$ cat src/rtl/paralelo_serial_tx.sv
// Byte-framed parallel-to-serial transmitter on clk_32f: sends COM until sync completes, then data or IDLE, MSB first.
// Optional PARALELO_SERIAL_STATS_EN adds saturating data/idle byte counters.
module paralelo_serial_tx #(
    parameter int unsigned SYNC_COUNT = 4,
    parameter logic [7:0]  COM_SYM    = 8'hBC,
    parameter logic [7:0]  IDLE_SYM   = 8'h7C
) (
    input  logic        clk_32f,
    input  logic        reset,
    input  logic [7:0]  data_in,
    input  logic        valid_in,
    input  logic        active_in,
    output logic        data_taken,
    output logic        serial_out,
    output logic        active_out
`ifdef PARALELO_SERIAL_STATS_EN
    ,
    output logic [15:0] data_count,
    output logic [15:0] idle_count
`endif
);

    typedef enum logic [0:0] {
        ST_COM    = 1'b0,
        ST_ACTIVE = 1'b1
    } state_t;

    localparam logic [3:0] SYNC_CNT = 4'(SYNC_COUNT);

    logic [7:0] shreg_q, shreg_d;
    logic [2:0] bit_cnt_q, bit_cnt_d;
    logic [3:0] com_cnt_q, com_cnt_d;
    state_t     state_q, state_d;

    logic       boundary_s;
    logic       sync_done_s;
    logic       load_data_s;
    logic       load_idle_s;

    assign boundary_s  = (bit_cnt_q == 3'd7);
    assign sync_done_s = (com_cnt_q == SYNC_CNT);

    // Next-state: shift between boundaries, pick the next symbol on a boundary
    always_comb begin
        state_d     = state_q;
        shreg_d     = {shreg_q[6:0], 1'b0};
        bit_cnt_d   = bit_cnt_q + 3'd1;
        com_cnt_d   = com_cnt_q;
        load_data_s = 1'b0;
        load_idle_s = 1'b0;
        if (boundary_s) begin
            case (state_q)
                ST_COM: begin
                    if (sync_done_s && active_in) begin
                        state_d = ST_ACTIVE;
                        if (valid_in) begin
                            shreg_d     = data_in;
                            load_data_s = 1'b1;
                        end else begin
                            shreg_d     = IDLE_SYM;
                            load_idle_s = 1'b1;
                        end
                    end else begin
                        shreg_d = COM_SYM;
                        if (com_cnt_q < SYNC_CNT) begin
                            com_cnt_d = com_cnt_q + 4'd1;
                        end else begin
                            com_cnt_d = com_cnt_q;
                        end
                    end
                end
                ST_ACTIVE: begin
                    if (!active_in) begin
                        // Losing permission drops straight back to sync; that COM counts as the first
                        state_d   = ST_COM;
                        shreg_d   = COM_SYM;
                        com_cnt_d = 4'd1;
                    end else if (valid_in) begin
                        shreg_d     = data_in;
                        load_data_s = 1'b1;
                    end else begin
                        shreg_d     = IDLE_SYM;
                        load_idle_s = 1'b1;
                    end
                end
                default: begin
                    state_d   = ST_COM;
                    shreg_d   = COM_SYM;
                    com_cnt_d = 4'd0;
                end
            endcase
        end else begin
            state_d = state_q;
        end
    end

    // State register with synchronous reset
    always_ff @(posedge clk_32f) begin
        if (reset) begin
            shreg_q   <= 8'h00;
            bit_cnt_q <= 3'd7;
            com_cnt_q <= 4'd0;
            state_q   <= ST_COM;
        end else begin
            shreg_q   <= shreg_d;
            bit_cnt_q <= bit_cnt_d;
            com_cnt_q <= com_cnt_d;
            state_q   <= state_d;
        end
    end

    assign serial_out = shreg_q[7];
    assign active_out = (state_q == ST_ACTIVE);
    assign data_taken = load_data_s && !reset;

`ifdef PARALELO_SERIAL_STATS_EN
    logic [15:0] data_count_q, data_count_d;
    logic [15:0] idle_count_q, idle_count_d;

    // Saturating byte-type counters
    always_comb begin
        data_count_d = data_count_q;
        idle_count_d = idle_count_q;
        if (load_data_s && (data_count_q != 16'hFFFF)) begin
            data_count_d = data_count_q + 16'd1;
        end else begin
            data_count_d = data_count_q;
        end
        if (load_idle_s && (idle_count_q != 16'hFFFF)) begin
            idle_count_d = idle_count_q + 16'd1;
        end else begin
            idle_count_d = idle_count_q;
        end
    end

    // Counter registers, cleared by reset
    always_ff @(posedge clk_32f) begin
        if (reset) begin
            data_count_q <= 16'd0;
            idle_count_q <= 16'd0;
        end else begin
            data_count_q <= data_count_d;
            idle_count_q <= idle_count_d;
        end
    end

    assign data_count = data_count_q;
    assign idle_count = idle_count_q;
`endif

endmodule
$ cat config.mk
export PLATFORM = sky130hd
export DESIGN_NAME = paralelo_serial_tx
export DESIGN_NICKNAME = d
export VERILOG_FILES = /design/src/rtl/paralelo_serial_tx.sv
export SDC_FILE = /design/constraint.sdc
export NUM_CORES = 1
export LEC_CHECK = 0
export CAP_MARGIN = 0
export CORE_MARGIN = 4
export CORE_UTILIZATION = 45
export CTS_CLUSTER_SIZE = 16
export DETAILED_ROUTE_END_ITERATION = 7
export PLACE_DENSITY_LB_ADDON = 0.1
export SLEW_MARGIN = 30
export SYNTH_ARGS = -nofsm -noshare
export SYNTH_HDL_FRONTEND = slang
export SYNTH_SLANG_ARGS = --single-unit
$ cat constraint.sdc
create_clock -name clk_32f -period 4.9 [get_ports clk_32f]
set_clock_uncertainty 0.1 [all_clocks]
set_input_delay 1.225 -clock clk_32f [delete_from_list [all_inputs] [get_ports clk_32f]]
set_output_delay 1.225 -clock clk_32f [all_outputs]
set_load 0.005 [all_outputs]
==> run metrics, run 1 <==
Setup Buffers After CTS=0; DRC=0; Worst slew margin=0.732; DR vias=511; max-cap check violation count=0; Antenna Nets Post-Route=0; Num CTS Buffers=3; post-synthesis sequential area ratio=0.489; Initial Util=0.492; CTS sink count=16; initial antenna violation count=0; row cnt=13; unrepaired setup endpoints after global routing=no; period utilization=0.826; first-pass GRT wire length=2.03 mm; HPWL after DPL=853 um; Worst setup SP type=input pin; gr usage total=0.132; final non-filler cell total=94; CP endpoint kind=output port; status=finished, final reports clean; EDFF count, synth=0; Pre-antenna DRT Iters=4; Hold-fix buffers, CTS=0; fin worst setup slack=0.852 ns; Clk pwr share=0.261; IO Port Bufs=14; Die Ht=46.2 um; clk slew on worst S/H paths=0.09 ns; P_sw=0.0646 mW; switching share of power=0.248; routed len/inst=12.7 um; Main synth FF type=dfxtp_1; Core ar.=1330 um2; Pwr Density=315 nW/um2; Worst-Margin Slew=0.400 ns; Comb power frac=0.175; DRT iter0 DRCs=7; top cells by area, synth=dfxtp_1 (49%), ha_1 (7.6%), o221a_1 (6.9%); post-synthesis async set-or-reset flop share=0; WS Path Type=input pin to output port; FILL cells=125; total power=0.260 mW; Root Buffer Master=clkbuf_4; total wire length=1.20 mm; final hold vios=0; #FFs+latches synth=16; commonest non-fill, non-tap cells in the layout=dfxtp_1 (16), clkdlybuf4s50_1 (14), inv_1 (5), o221a_1 (4), ha_1 (4); Critical Path AT=2.72 ns; die width=46.2 um; dpl cells=91; Hold Path Class=flip-flop to flip-flop; syn_nets=80; Period minus WS final=4.05 ns; top cell type by total area after synthesis=dfxtp_1; largest net degree at the start of global routing=13; VDD IR max=0.000225 V; dpl ws=0.865 ns; Final Max Slew Viols=0; Layout Nets=97; synthesized netlist cell count=64; Mean Syn Cell Area=10.2 um2; CTS tree=built; Yosys Warn Count=0; clk buf depth=2; most common cell after layout, fill and taps aside=dfxtp_1; post-synth top area share=0.489; Synth cell types=27; post-CTS sizing=0; sequential power share=0.563; H-Tree Depth=1; Placer Congestion=0.709; io pins=15; area delta synth->final=26.0%; critical path data required time=3.58 ns; clock latency on the worst-skew pair=0.28 ns; Max Fclk=247 MHz; # diodes=0; setup TNS=0 ns; Internal Power=0.196 mW; GR Overflow Total=0; reg2reg setup slack=3.09 ns; Mapped Area=656 um2; vias per inst=5.44; Finished Core Util=0.619; leakage power=0.314 nW; vias in the first global route=476; crit-path max FO=6; Die Area=2130 um2; ratio of cells with drive above 1 in the final layout=0.0886; count of final setup violators=0
layout make-up:
| type | instances | area [um2] | area share |
|---|---|---|---|
| Timing Repair Buffer | 14 | 140 | 0.170 |
| Clock buffer | 3 | 22.5 | 0.0273 |
| Multi-Input combinational cell | 40 | 302 | 0.365 |
| Sequential cell | 16 | 320 | 0.388 |
| Tap cell | 15 | 18.8 | 0.0227 |
| Inverter | 6 | 22.5 | 0.0273 |
final timing paths:
check	startpoint	endpoint	depth (start not counted)
setup reg to reg	bit_cnt_q[0]	com_cnt_q[0]	5
setup / recovery	active_in	data_taken	5
hold / removal	bit_cnt_q[0]	bit_cnt_q[0]	1
hold reg to reg	bit_cnt_q[0]	bit_cnt_q[0]	1
cells in the mapped netlist, drive strengths merged, types with 2 or more instances:
cell,instances
ha,4
nor3,2
nor2,3
o221a,4
and3b,2
a211oi,3
dfxtp,16
o21a,2
nand2,3
o21ai,2
inv,5
nand3,2
or2,2
critical path, stage by stage:
cell and delay, ns:
clkdlybuf4s50_1 0.49, and2_1 0.20, o211ai_2 0.17, nor2_1 0.12, clkdlybuf4s50_1 0.51
routing by layer:
metal  track usage  routed length (um)
met4        0.0170                   0
met2         0.195                 526
met5             0                   0
met1         0.178                 570
met3        0.0625                 101
sequential cells by signal, indices dropped and copies added, names as in the netlist:
signal      flops
active_out      1
bit_cnt_q       3
com_cnt_q       4
shreg_q         8
power by group through the flow:
stage / clock (mW) / sequential (mW) / combinational [mW]
after floorplan: 0 / 0.149 / 0.0296
after global placement: 0 / 0.150 / 0.0454
after detailed placement: 0 / 0.150 / 0.0458
after CTS: 0.0702 / 0.147 / 0.0461
after global routing: 0.0771 / 0.148 / 0.0526
final: 0.0680 / 0.147 / 0.0456
cell families (layout without fill, tap and decap cells):
| group | after synthesis | in the layout | synth area share |
|---|---|---|---|
| flip-flops | 16 | 16 | 0.489 |
| adder cells (fa/ha/maj) | 4 | 4 | 0.0763 |
| buffers and inverters | 8 | 23 | 0.0515 |
| AND/OR/NAND/NOR | 21 | 21 | 0.193 |
| AO/OA/AOI/OAI | 15 | 15 | 0.191 |
through the flow:
step                instance area (um2)  hold WS [ns]
floorplan                           656         0.262
global placement                    803         0.271
detailed placement                  803         0.274
CTS                                 826         0.297
global route                        826         0.316
finish                              826         0.297
(Power assumes the default switching activity.)
==> run 2, diff against run 1 <==
--- a/config.mk
+++ b/config.mk
@@ -7,7 +7,7 @@
 export LEC_CHECK = 0
 export CAP_MARGIN = 0
 export CORE_MARGIN = 4
-export CORE_UTILIZATION = 45
+export CORE_UTILIZATION = 42
 export CTS_CLUSTER_SIZE = 16
 export DETAILED_ROUTE_END_ITERATION = 7
 export PLACE_DENSITY_LB_ADDON = 0.1
==> constraint.sdc (replaced) <==
create_clock -name clk_32f -period 3.35 [get_ports clk_32f]
set_clock_uncertainty 0.1 [all_clocks]
set_input_delay 0.8375 -clock clk_32f [delete_from_list [all_inputs] [get_ports clk_32f]]
set_output_delay 0.8375 -clock clk_32f [all_outputs]
set_load 0.005 [all_outputs]
==> run 2 against run 1 <==
- core utilization is 0.10 points lower
- via count is 1.6% higher
- worst setup slack worse by 0.70 ns
- final area is 3.5% higher
- clock power is 84% higher
- register-to-register slack worse by 1.6 ns
- combinational power is 47% higher
- critical path depth stayed put
- sequential cell count stayed put
- highest routed layer is now met4
==> run metrics, run 2 (synthesis results as in run 1) <==
ratio of cells with drive above 1 in the final layout=0.122; gr usage total=0.144; Top delay family on crit path=buffers and inverters; Max Fclk=312 MHz; GR Overflow Total=0; Die Area=2260 um2; unrepaired setup endpoints after global routing=no; final hold vios=0; setup TNS=0 ns; IO Port Bufs=14; commonest non-fill, non-tap cells in the layout=dfxtp_1 (16), clkdlybuf4s50_1 (14), inv_1 (5), o221a_1 (4), ha_1 (4); CP max stage delay=0.50 ns; HPWL after DPL=888 um; die width=47.5 um; status=finished, final reports clean; Worst Path Buf+Inv=2; Worst-Margin Slew=0.377 ns; Hold-fix buffers, CTS=0; crit-path most repeated cell=clkdlybuf4s50_1; largest registers=shreg_q (8), com_cnt_q (4), bit_cnt_q (3); total wire length=1.23 mm; io pins=15; period utilization=0.956; Critical Path AT=2.27 ns; Core ar.=1380 um2; Pwr Density=476 nW/um2; CTS tree=built; most common cell after layout, fill and taps aside=dfxtp_1; max-cap check violation count=0; hold_sp=bit_cnt_q[0]; vias per inst=5.35; routed len/inst=12.6 um; Num CTS Buffers=3; Initial Util=0.474; Hold Path Class=flip-flop to flip-flop; critical path data required time=2.41 ns; vias in the first global route=531; Worst slew margin=0.748; initial antenna violation count=0; max reg flops=8; Die Ht=47.5 um; reg2reg setup slack=1.52 ns; Worst setup SP type=input pin; DR vias=519; # diodes=0; clock latency on the worst-skew pair=0.28 ns; Placer Congestion=0.753; count of final setup violators=0; Period minus WS final=3.20 ns; Worst path slowest cell=clkdlybuf4s50_1; Critical Path Start=active_in; first-pass GRT wire length=2.17 mm; largest net degree at the start of global routing=13; row cnt=13; VDD IR max=0.000292 V; crit-path max FO=4; post-CTS sizing=0; Antenna Nets Post-Route=0; CP endpoint kind=output port; DRT iter0 DRCs=10; Reg with most FFs=shreg_q; Pre-antenna DRT Iters=2; leakage power=0.330 nW; area delta synth->final=30.3%; Layout Nets=99; Root Buffer Master=clkbuf_4; H-Tree Depth=1; clk buf depth=2; Final Max Slew Viols=0; CTS sink count=16; DRC=0; critical-path cell list=clkdlybuf4s50_1 -> and2_1 -> o211ai_2 -> nor2_1 -> clkdlybuf4s50_1; WS Path Type=input pin to output port; dpl cells=93; clk slew on worst S/H paths=0.09 ns; worst reg2reg startpoint=bit_cnt_q[0]; final non-filler cell total=97; Setup Buffers After CTS=0
[run 2: cell types whose count changed in the layout (fill, tap and decap cells not counted), sizes merged]
cell / change
buf: +2
clkbuf: +1
[run 2: worst paths after layout]
| check | endpoint | cells after the start |
|---|---|---|
| worst max register to register | shreg_q[3] | 6 |
| worst max-delay path | data_taken | 5 |
| worst min-delay path | bit_cnt_q[0] | 1 |
| worst min register to register | bit_cnt_q[0] | 1 |
[run 2: metrics by stage]
stage	util	cell area, um2	setup slack (ns)	hold WS (ns)	total power [mW]
2_1_floorplan	-	656	1.13	0.262	0.261
3_3_place_gp	0.592	818	0.179	0.274	0.286
3_5_place_dp	0.592	818	0.158	0.276	0.287
4_1_cts	0.618	855	0.155	0.305	0.418
5_1_grt	0.618	855	0.0429	0.323	0.436
6_report	0.618	855	0.147	0.299	0.407
[run 2: per-layer routing]
layer  part of all wire  vias to the layer above  global-route usage
li1                   -                      268                   -
met1               0.51                      239               0.168
met2               0.41                       10               0.219
met3              0.072                        2              0.0489
met4             0.0098                        0              0.0994
met5                  0                        -                   0
[run 2: layout make-up]
class	count	area [um2]
flip-flops and latches	16	320
fillers	120	528
repair buffers	16	155
inverters	6	22.5
multi-input cells	40	302
clock buffers	4	36.3
well taps	15	18.8
[run 2: where the power goes]
group / internal (mW) / switching (mW)
Combinational: 0.0378 / 0.0294
Sequential: 0.208 / 0.00687
Clock: 0.0662 / 0.0593
==> run 3, diff against run 2 <==
--- a/config.mk
+++ b/config.mk
@@ -6,12 +6,13 @@
 export NUM_CORES = 1
 export LEC_CHECK = 0
 export CAP_MARGIN = 0
-export CORE_MARGIN = 4
+export CORE_MARGIN = 1.5
 export CORE_UTILIZATION = 42
 export CTS_CLUSTER_SIZE = 16
 export DETAILED_ROUTE_END_ITERATION = 7
 export PLACE_DENSITY_LB_ADDON = 0.1
-export SLEW_MARGIN = 30
+export SKIP_LAST_GASP = 1
+export SLEW_MARGIN = 40
 export SYNTH_ARGS = -nofsm -noshare
 export SYNTH_HDL_FRONTEND = slang
 export SYNTH_SLANG_ARGS = --single-unit
==> run 3 against run 2 <==
- power is 7.7% lower
- clock power is 24% lower
- die area is 20% lower
- highest routed layer unchanged
- combinational power is 1% lower
- sequential power hardly changed
- wire length is 2.9% lower
- non-clock buffer count stayed put
- maximum frequency is 0.14% lower
- critical path depth stayed put
==> run metrics, run 3 (synthesis results as in run 1) <==
# diodes=0; row cnt=14; hold_sp=bit_cnt_q[0]; final non-filler cell total=97; Worst path slowest cell=clkdlybuf4s50_1; dpl cells=94; Critical Path AT=2.27 ns; Initial Util=0.440; Hold-fix buffers, CTS=0; gr usage total=0.160; DRT iter0 DRCs=5; Root Buffer Master=clkbuf_4; initial antenna violation count=0; area delta synth->final=28.4%; Worst-Margin Slew=0.384 ns; Worst Path Buf+Inv=2; Num CTS Buffers=3; worst r2r dst=shreg_q[5]; Worst slew margin=0.743; worst reg2reg startpoint=bit_cnt_q[0]; CTS sink count=16; clk buf depth=2; period utilization=0.957; routed len/inst=12.3 um; post-CTS sizing=0; DR vias=509; critical path data required time=2.41 ns; first-pass GRT wire length=2.11 mm; CTS tree=built; Pwr Density=446 nW/um2; largest registers=shreg_q (8), com_cnt_q (4), bit_cnt_q (3); Worst setup SP type=input pin; WS Path Type=input pin to output port; count of final setup violators=0; Max Fclk=312 MHz; die width=42.5 um; Core ar.=1490 um2; CP max stage delay=0.51 ns; Top delay family on crit path=buffers and inverters; Hold Path Class=flip-flop to flip-flop; Min-Delay Path Depth=1; Final Max Slew Viols=0; Setup Buffers After CTS=0; cell area after layout=842 um2; Sequential Area=320 um2; VDD IR max=0.000299 V; area of the multi-input gates=302 um2; clock latency on the worst-skew pair=0.27 ns; Reg with most FFs=shreg_q; WHS Endpoint=bit_cnt_q[0]; Die Area=1810 um2; Die Ht=42.5 um; critical-path cell list=clkdlybuf4s50_1 -> and2_1 -> o211ai_2 -> nor2_1 -> clkdlybuf4s50_1; fin worst setup slack=0.143 ns; HPWL after DPL=863 um; ratio of cells with drive above 1 in the final layout=0.111; Finished Core Util=0.566; IO Port Bufs=14; clk slew on worst S/H paths=0.08 ns; Antenna Nets Post-Route=0; io pins=15; Worst R2R Path Depth=6; crit-path most repeated cell=clkdlybuf4s50_1; Pre-antenna DRT Iters=2; crit-path max FO=4; unrepaired setup endpoints after global routing=no; commonest non-fill, non-tap cells in the layout=dfxtp_1 (16), clkdlybuf4s50_1 (14), inv_1 (5), o221a_1 (4), ha_1 (4); final hold vios=0; vias per inst=5.25; DRC=0; reg2reg setup slack=1.50 ns; FILL cells=135; max reg flops=8; setup TNS=0 ns; Placer Congestion=0.791; status=finished, final reports clean; max-cap check violation count=0; GR Overflow Total=0; H-Tree Depth=1; dpl ws=0.159 ns; largest net degree at the start of global routing=13; Layout Nets=99; vias in the first global route=521; Period minus WS final=3.21 ns; leakage power=0.323 nW; Placed Area=820 um2; CP endpoint kind=output port; total wire length=1.19 mm; most common cell after layout, fill and taps aside=dfxtp_1
[run 3: changes by cell type in the layout (fill, tap and decap cells not counted)]
cell	change
clkbuf_8	-1
[run 3: area by class of cell]
type	instances	share of cell area
Sequential cell	16	0.380
Timing Repair Buffer	16	0.184
Clock buffer	3	0.0267
Tap cell	16	0.0238
Multi-Input combinational cell	40	0.358
Inverter	6	0.0267
[run 3: routing by layer]
metal,global-route usage,vias to the layer above,routed length [um]
met5,0,-,0
met4,0.113,0,15
met3,0.0259,2,40
met2,0.246,10,542
met1,0.202,230,591
li1,-,267,-
[run 3: per-stage QoR]
step | hold slack (ns) | total power, mW
after global placement | 0.272 | 0.285
after CTS | 0.308 | 0.383
final | 0.302 | 0.376
after floorplan | 0.262 | 0.261
after global routing | 0.329 | 0.401
after detailed placement | 0.287 | 0.287
[run 3: worst max-delay path by stage]
stage               startpoint    endpoint  slack (ns)  cells after the start
detailed placement   active_in  data_taken        0.16                      5
global placement     active_in  data_taken        0.16                      5
CTS                  active_in  data_taken        0.14                      5
global route         active_in  data_taken        0.08                      5
floorplan            active_in  data_taken        1.13                      3
finish               active_in  data_taken        0.14                      5
[run 3: where the power goes]
group          leakage, nW  switching (mW)  internal (mW)
registers            0.132         0.00722          0.208
logic                0.177          0.0288         0.0374
clock network       0.0138          0.0531         0.0415
total                0.323          0.0892          0.287
